[src/rtl/qc_link_host.sv]
// qc_link_host: host-side driver of the byte/toggle GPIO link into quantumCompFSM.
// Serializes an upstream byte stream (state vector, then gate matrix; real byte
// then imaginary byte per element) onto load_data/load_ready. It then toggles the
// strobe once per readback byte and forwards send_data downstream as a byte stream.
//
// Ports:
//   clk        in   system clock
//   reset      in   synchronous, active-low reset
//   in_data    in   upstream byte
//   in_valid   in   upstream byte valid
//   in_ready   out  host accepts in_data this cycle (high only while waiting for a load byte)
//   out_data   out  readback byte
//   out_valid  out  readback byte valid
//   out_ready  in   downstream accepts out_data
//   load_data  out  byte presented to the receiver
//   load_ready out  toggle strobe to the receiver (rising = real, falling = imaginary)
//   send_data  in   byte returned by the receiver
//   busy       out  transaction in progress
//   done       out  one-cycle pulse after the final readback byte is accepted
module qc_link_host #(
  parameter int unsigned N      = 2,
  parameter int unsigned HOLD   = 4,
  parameter int unsigned SETTLE = 8
) (
  input  logic       clk,
  input  logic       reset,
  input  logic [7:0] in_data,
  input  logic       in_valid,
  output logic       in_ready,
  output logic [7:0] out_data,
  output logic       out_valid,
  input  logic       out_ready,
  output logic [7:0] load_data,
  output logic       load_ready,
  input  logic [7:0] send_data,
  output logic       busy,
  output logic       done
);

  localparam int unsigned MAX        = 1 << N;
  localparam int unsigned LOAD_BYTES = 2 * MAX + 2 * MAX * MAX;
  localparam int unsigned RB_BYTES   = 2 * MAX;
  localparam int unsigned BW         = $clog2(LOAD_BYTES);
  localparam int unsigned RW         = $clog2(RB_BYTES);
  localparam int unsigned HMAX       = (HOLD > SETTLE) ? HOLD : SETTLE;
  localparam int unsigned HW         = $clog2(HMAX + 1);

  localparam logic [2:0] LD_WAIT   = 3'd0;
  localparam logic [2:0] LD_SETUP  = 3'd1;
  localparam logic [2:0] LD_HOLD   = 3'd2;
  localparam logic [2:0] SETTLE_ST = 3'd3;
  localparam logic [2:0] RB_TOGGLE = 3'd4;
  localparam logic [2:0] RB_HOLD   = 3'd5;
  localparam logic [2:0] RB_EMIT   = 3'd6;
  localparam logic [2:0] DONE_ST   = 3'd7;

  logic [2:0]    state, state_n;
  logic [BW-1:0] byte_cnt, byte_cnt_n;
  logic [RW-1:0] rb_cnt, rb_cnt_n;
  logic [HW-1:0] hold_cnt, hold_cnt_n;

  logic       in_ready_n;
  logic [7:0] out_data_n;
  logic       out_valid_n;
  logic [7:0] load_data_n;
  logic       load_ready_n;
  logic       busy_n;
  logic       done_n;

  // State and registered outputs
  always_ff @(posedge clk) begin
    if (!reset) begin
      state      <= LD_WAIT;
      byte_cnt   <= '0;
      rb_cnt     <= '0;
      hold_cnt   <= '0;
      in_ready   <= 1'b1;
      out_data   <= 8'h00;
      out_valid  <= 1'b0;
      load_data  <= 8'h00;
      load_ready <= 1'b0;
      busy       <= 1'b0;
      done       <= 1'b0;
    end else begin
      state      <= state_n;
      byte_cnt   <= byte_cnt_n;
      rb_cnt     <= rb_cnt_n;
      hold_cnt   <= hold_cnt_n;
      in_ready   <= in_ready_n;
      out_data   <= out_data_n;
      out_valid  <= out_valid_n;
      load_data  <= load_data_n;
      load_ready <= load_ready_n;
      busy       <= busy_n;
      done       <= done_n;
    end
  end

  // Next-state and next-output logic
  always_comb begin
    state_n      = state;
    byte_cnt_n   = byte_cnt;
    rb_cnt_n     = rb_cnt;
    hold_cnt_n   = hold_cnt;
    out_data_n   = out_data;
    out_valid_n  = out_valid;
    load_data_n  = load_data;
    load_ready_n = load_ready;
    busy_n       = busy;
    done_n       = 1'b0;

    case (state)
      LD_WAIT: begin
        if (in_valid && in_ready) begin
          load_data_n = in_data;
          busy_n      = 1'b1;
          state_n     = LD_SETUP;
        end
      end

      // load_data has been stable for this cycle; now flip the strobe
      LD_SETUP: begin
        load_ready_n = ~load_ready;
        hold_cnt_n   = '0;
        state_n      = LD_HOLD;
      end

      LD_HOLD: begin
        if (hold_cnt == HW'(HOLD - 1)) begin
          hold_cnt_n = '0;
          if (byte_cnt == BW'(LOAD_BYTES - 1)) begin
            state_n = SETTLE_ST;
          end else begin
            byte_cnt_n = byte_cnt + BW'(1);
            state_n    = LD_WAIT;
          end
        end else begin
          hold_cnt_n = hold_cnt + HW'(1);
        end
      end

      // Give the receiver's multiplier time before the first readback toggle
      SETTLE_ST: begin
        if (hold_cnt == HW'(SETTLE - 1)) begin
          hold_cnt_n = '0;
          state_n    = RB_TOGGLE;
        end else begin
          hold_cnt_n = hold_cnt + HW'(1);
        end
      end

      RB_TOGGLE: begin
        load_ready_n = ~load_ready;
        hold_cnt_n   = '0;
        state_n      = RB_HOLD;
      end

      // Sample the receiver's reply HOLD cycles after the toggle
      RB_HOLD: begin
        if (hold_cnt == HW'(HOLD - 1)) begin
          hold_cnt_n  = '0;
          out_data_n  = send_data;
          out_valid_n = 1'b1;
          state_n     = RB_EMIT;
        end else begin
          hold_cnt_n = hold_cnt + HW'(1);
        end
      end

      // Backpressure parks here; strobe and counters stay frozen
      RB_EMIT: begin
        if (out_ready) begin
          out_valid_n = 1'b0;
          if (rb_cnt == RW'(RB_BYTES - 1)) begin
            done_n  = 1'b1;
            state_n = DONE_ST;
          end else begin
            rb_cnt_n = rb_cnt + RW'(1);
            state_n  = RB_TOGGLE;
          end
        end
      end

      DONE_ST: begin
        byte_cnt_n = '0;
        rb_cnt_n   = '0;
        hold_cnt_n = '0;
        busy_n     = 1'b0;
        state_n    = LD_WAIT;
      end

      default: begin
        state_n = LD_WAIT;
      end
    endcase

    // Registered ready tracks the state we are entering
    in_ready_n = (state_n == LD_WAIT);
  end

endmodule

[config.mk]
export PLATFORM = sky130hd
export DESIGN_NAME = qc_link_host
export DESIGN_NICKNAME = d
export VERILOG_FILES = /design/src/rtl/qc_link_host.sv
export SDC_FILE = /design/constraint.sdc
export NUM_CORES = 1
export LEC_CHECK = 0
export ABC_AREA = 1
export CAP_MARGIN = 10
export CORE_ASPECT_RATIO = 2
export CORE_UTILIZATION = 45
export DETAILED_ROUTE_END_ITERATION = 8
export PLACE_DENSITY = 0.73
export SYNTH_ARGS = -nofsm -noshare
export SYNTH_HDL_FRONTEND = slang
export SYNTH_SLANG_ARGS = --single-unit
[constraint.sdc]
create_clock -name clk -period 1.5 [get_ports clk]
set_input_delay 0.45 -clock clk [delete_from_list [all_inputs] [get_ports clk]]
set_output_delay 0.45 -clock clk [all_outputs]
set_load 0.01 [all_outputs]
==> flow_metrics.env <==
export IMPL_gp_congestion=0.803
export IMPL_die_height_um=88.2
export IMPL_clk_path_buf_depth=2
export IMPL_fin_ws_ns=0.103
export IMPL_grt_usage_pct=21.2
export IMPL_crit_type="flip-flop to flip-flop"
export IMPL_multi_input_area_um2=833
export IMPL_vdd_ir_drop_max_mv=0.836
export IMPL_max_cap_viol_count=0
export IMPL_r2r_start="rb_cnt[0]"
export IMPL_synth_distinct_cells=23
export IMPL_num_io_pins=41
export IMPL_async_flop_share_pct=0
export IMPL_worst_path_buf_inv=2
export IMPL_die_area_mm2=0.00398
export IMPL_crit_arrival_ns=1.59
export IMPL_pre_cts_slack_ns=-0.156
export IMPL_drtAntennaViolNets=0
export IMPL_hold_class="flip-flop to flip-flop"
export IMPL_cts_hold_buf=0
export IMPL_min_delay_start="load_ready"
export IMPL_synth_compound_area_share_pct=13.0
export IMPL_status="complete, no violations"
export IMPL_drv_slew=0
export IMPL_avgSynthCellArea_um2=7.02
export IMPL_powerDensity_mw_per_mm2=1020
export IMPL_synth_simple_area_share_pct=31.6
export IMPL_cpPeakStageDelay_ns=0.32
export IMPL_rr_endpoint="rb_cnt[1]"
export IMPL_cts_buffers=5
export IMPL_final_nets=316
export IMPL_cp_cell_sequence="ha_1 > ha_2 > inv_2 > nand2_1 > nor2_1 > inv_1 > o21ai_0 > nor2_1"
export IMPL_syn_area_mm2=0.00167
export IMPL_setup_viol=0
export IMPL_hpwl_um=2910
export IMPL_rsz0062_at_grt="no"
export IMPL_synth_nets=262
export IMPL_tritoncts="done"
export IMPL_clk_latency_ns=0.30
export IMPL_fin_crit_sh_pct=93.1
export IMPL_yosys_mux_area_fraction_pct=0
export IMPL_period_needed_ns=1.40
export IMPL_die_w_um=45.1
export IMPL_vias_per_cell=4.77
export IMPL_synthXorXnorAreaFrac_pct=0.524
export IMPL_whs_ns=0.466
export IMPL_synth_cells=238
export IMPL_synth_main_ff_cell="dfxtp_1"
export IMPL_dr_total_vias=1630
export IMPL_area_growth_pct=38.5
export IMPL_ys_seq_elements=37
export IMPL_drtIter0Drc=30
export IMPL_total_power_mw=2.37
export IMPL_overflow=0
export IMPL_min_path_cells=1
export IMPL_io_buffers=40
export IMPL_start_util_pct=46.8
export IMPL_finalHoldViolCount=0
export IMPL_clk_pin_slew_ns=0.08
export IMPL_seq_area_um2=742
export IMPL_skew_ns=0.00727
export IMPL_crit_fanout=3
export IMPL_dp_cells=334
export IMPL_rr_worst_depth=8
export IMPL_worst_pin_slew_ns=0.293
export IMPL_post_layout_nonfiller_instances=342
export IMPL_reg2reg_setup_slack_ns=0.10
export IMPL_max_freq_ghz=0.716
export IMPL_hold_end="load_ready"
export IMPL_diodes=0
export IMPL_synth_edff_count=0
export IMPL_slew_headroom_pct=80.4
export IMPL_nFillCells=347
export IMPL_placementRows=31
export IMPL_core_area_mm2=0.00357
export IMPL_synthAdderAreaFrac_pct=2.99
export IMPL_cpMostUsedCell="nor2_1"
export IMPL_p_leak_nw=1.07
export IMPL_htree_levels=2
export IMPL_yosysWarnings=0
export IMPL_cts_root_buf="clkbuf_8"
export IMPL_startpoint_type="flip-flop"
export IMPL_drt_pass1_iter_count=4
export IMPL_grt_pass1_vias=1486
export IMPL_synth_top_family_by_area="simple AND/OR/NAND/NOR gates"
export IMPL_cts_sinks=37
export IMPL_grt_pass1_wl_um=6080
export IMPL_wirelength_um=3850
export IMPL_drive_gt1_share_pct=14.0
export IMPL_crit_slowest_cell="dfxtp_1"
export IMPL_antenna_found_initial=0
export IMPL_drc=0
export IMPL_grt_max_degree=14
export IMPL_cp_num_cells=8
export IMPL_critPathTopFamily="adder cells"
export IMPL_critPathRequiredTime_ns=1.69
export IMPL_wire_per_inst_um=11.3
export IMPL_end_kind="flip-flop"
export IMPL_synth_seq_area_share_pct=44.3
through the flow:
step	setup TNS (ns)	area (µm²)	util, %
3_3_place_gp	-0.580	2190	61.5
3_5_place_dp	-0.651	2190	61.5
6_report	0	2320	64.9
5_1_grt	0	2320	64.9
4_1_cts	0	2280	64.0
2_1_floorplan	0	1670	-
area by class of cell:
cell class              instances  area share (%)
clock buffers                   5            2.97
clock inverters                 3            2.00
inverters                      26            4.32
multi-input cells             170            36.0
flip-flops and latches         37            32.0
well taps                      49            2.65
repair buffers                 52            20.0
worst register-to-register path: cells and delay by family (launching register included):
| kind | cells | cell delay, ns |
|---|---|---|
| flops | 1 | 0.32 |
| buf+inv | 2 | 0.15 |
| fa+ha+maj | 2 | 0.38 |
| compound gates | 1 | 0.17 |
| simple gates | 3 | 0.28 |
report_power, final:
part	internal, mW	switching, mW
Sequential	1.04	0.0420
Clock	0.497	0.385
Combinational	0.190	0.214
Total	1.73	0.641
cell families after synthesis:
group / after synthesis
simple gates: 123
compound gates: 42
flops: 37
buf+inv: 31
fa+ha+maj: 4
xor+xnor: 1
sequential cells by signal, indices dropped and copies added (netlist names):
signal / flops
load_data: 8
out_data: 8
byte_cnt: 6
hold_cnt: 4
rb_cnt: 3
state: 3
busy: 1
done: 1
in_ready: 1
load_ready: 1
out_valid: 1
placed cells by master (no fill, tap or decap), types with 5 or more instances in the layout:
| cell type | count |
|---|---|
| nand2_1 | 50 |
| nor2_1 | 41 |
| dfxtp_1 | 36 |
| inv_1 | 23 |
| dlygate4sd2_1 | 21 |
| a21oi_1 | 20 |
| clkdlybuf4s50_1 | 19 |
| o21ai_0 | 16 |
| nand3_1 | 15 |
| buf_4 | 12 |
| clkbuf_8 | 5 |
cell usage after synthesis, types with 2 or more instances:
library cell | count | area [µm²]
nand3_1 | 16 | 80.1
inv_2 | 2 | 7.51
nand2_2 | 4 | 25.0
nor2_2 | 2 | 12.5
o21ai_0 | 17 | 85.1
ha_1 | 4 | 50.1
nor2_1 | 44 | 165
buf_2 | 2 | 10.0
inv_1 | 24 | 90.1
nor3_1 | 2 | 10.0
a21oi_1 | 21 | 105
nand2_1 | 50 | 188
clkbuf_1 | 2 | 7.51
nand3_2 | 3 | 30.0
dfxtp_1 | 37 | 741
worst max path at each step:
stage | to | slack [ns] | start
global placement | in_ready | -0.11 | out_ready
CTS | byte_cnt[2] | 0.03 | hold_cnt[0]
detailed placement | in_ready | -0.16 | out_ready
finish | rb_cnt[1] | 0.10 | rb_cnt[0]
global route | byte_cnt[0] | 0.005 | state[2]
floorplan | byte_cnt[2] | 0.13 | hold_cnt[0]
metal layers:
metal  track usage [%]  share of wire, %  vias to the layer above
met5                 0                 0                        -
met4              13.8               4.3                        0
met3              4.95               3.7                       14
met2              39.4                55                       37
met1              19.1                37                      712
li1                  -                 -                      867
timing repair:
action / 4_1_cts / 5_1_grt
buffers inserted: 0 / 0
resized for setup: 21 / 12
endpoints found under the hold margin: 0 / 0
pin swaps: 0 / 2
setup endpoints to repair: 21 / 19
Note: power is estimated with default switching activity, not from simulation.
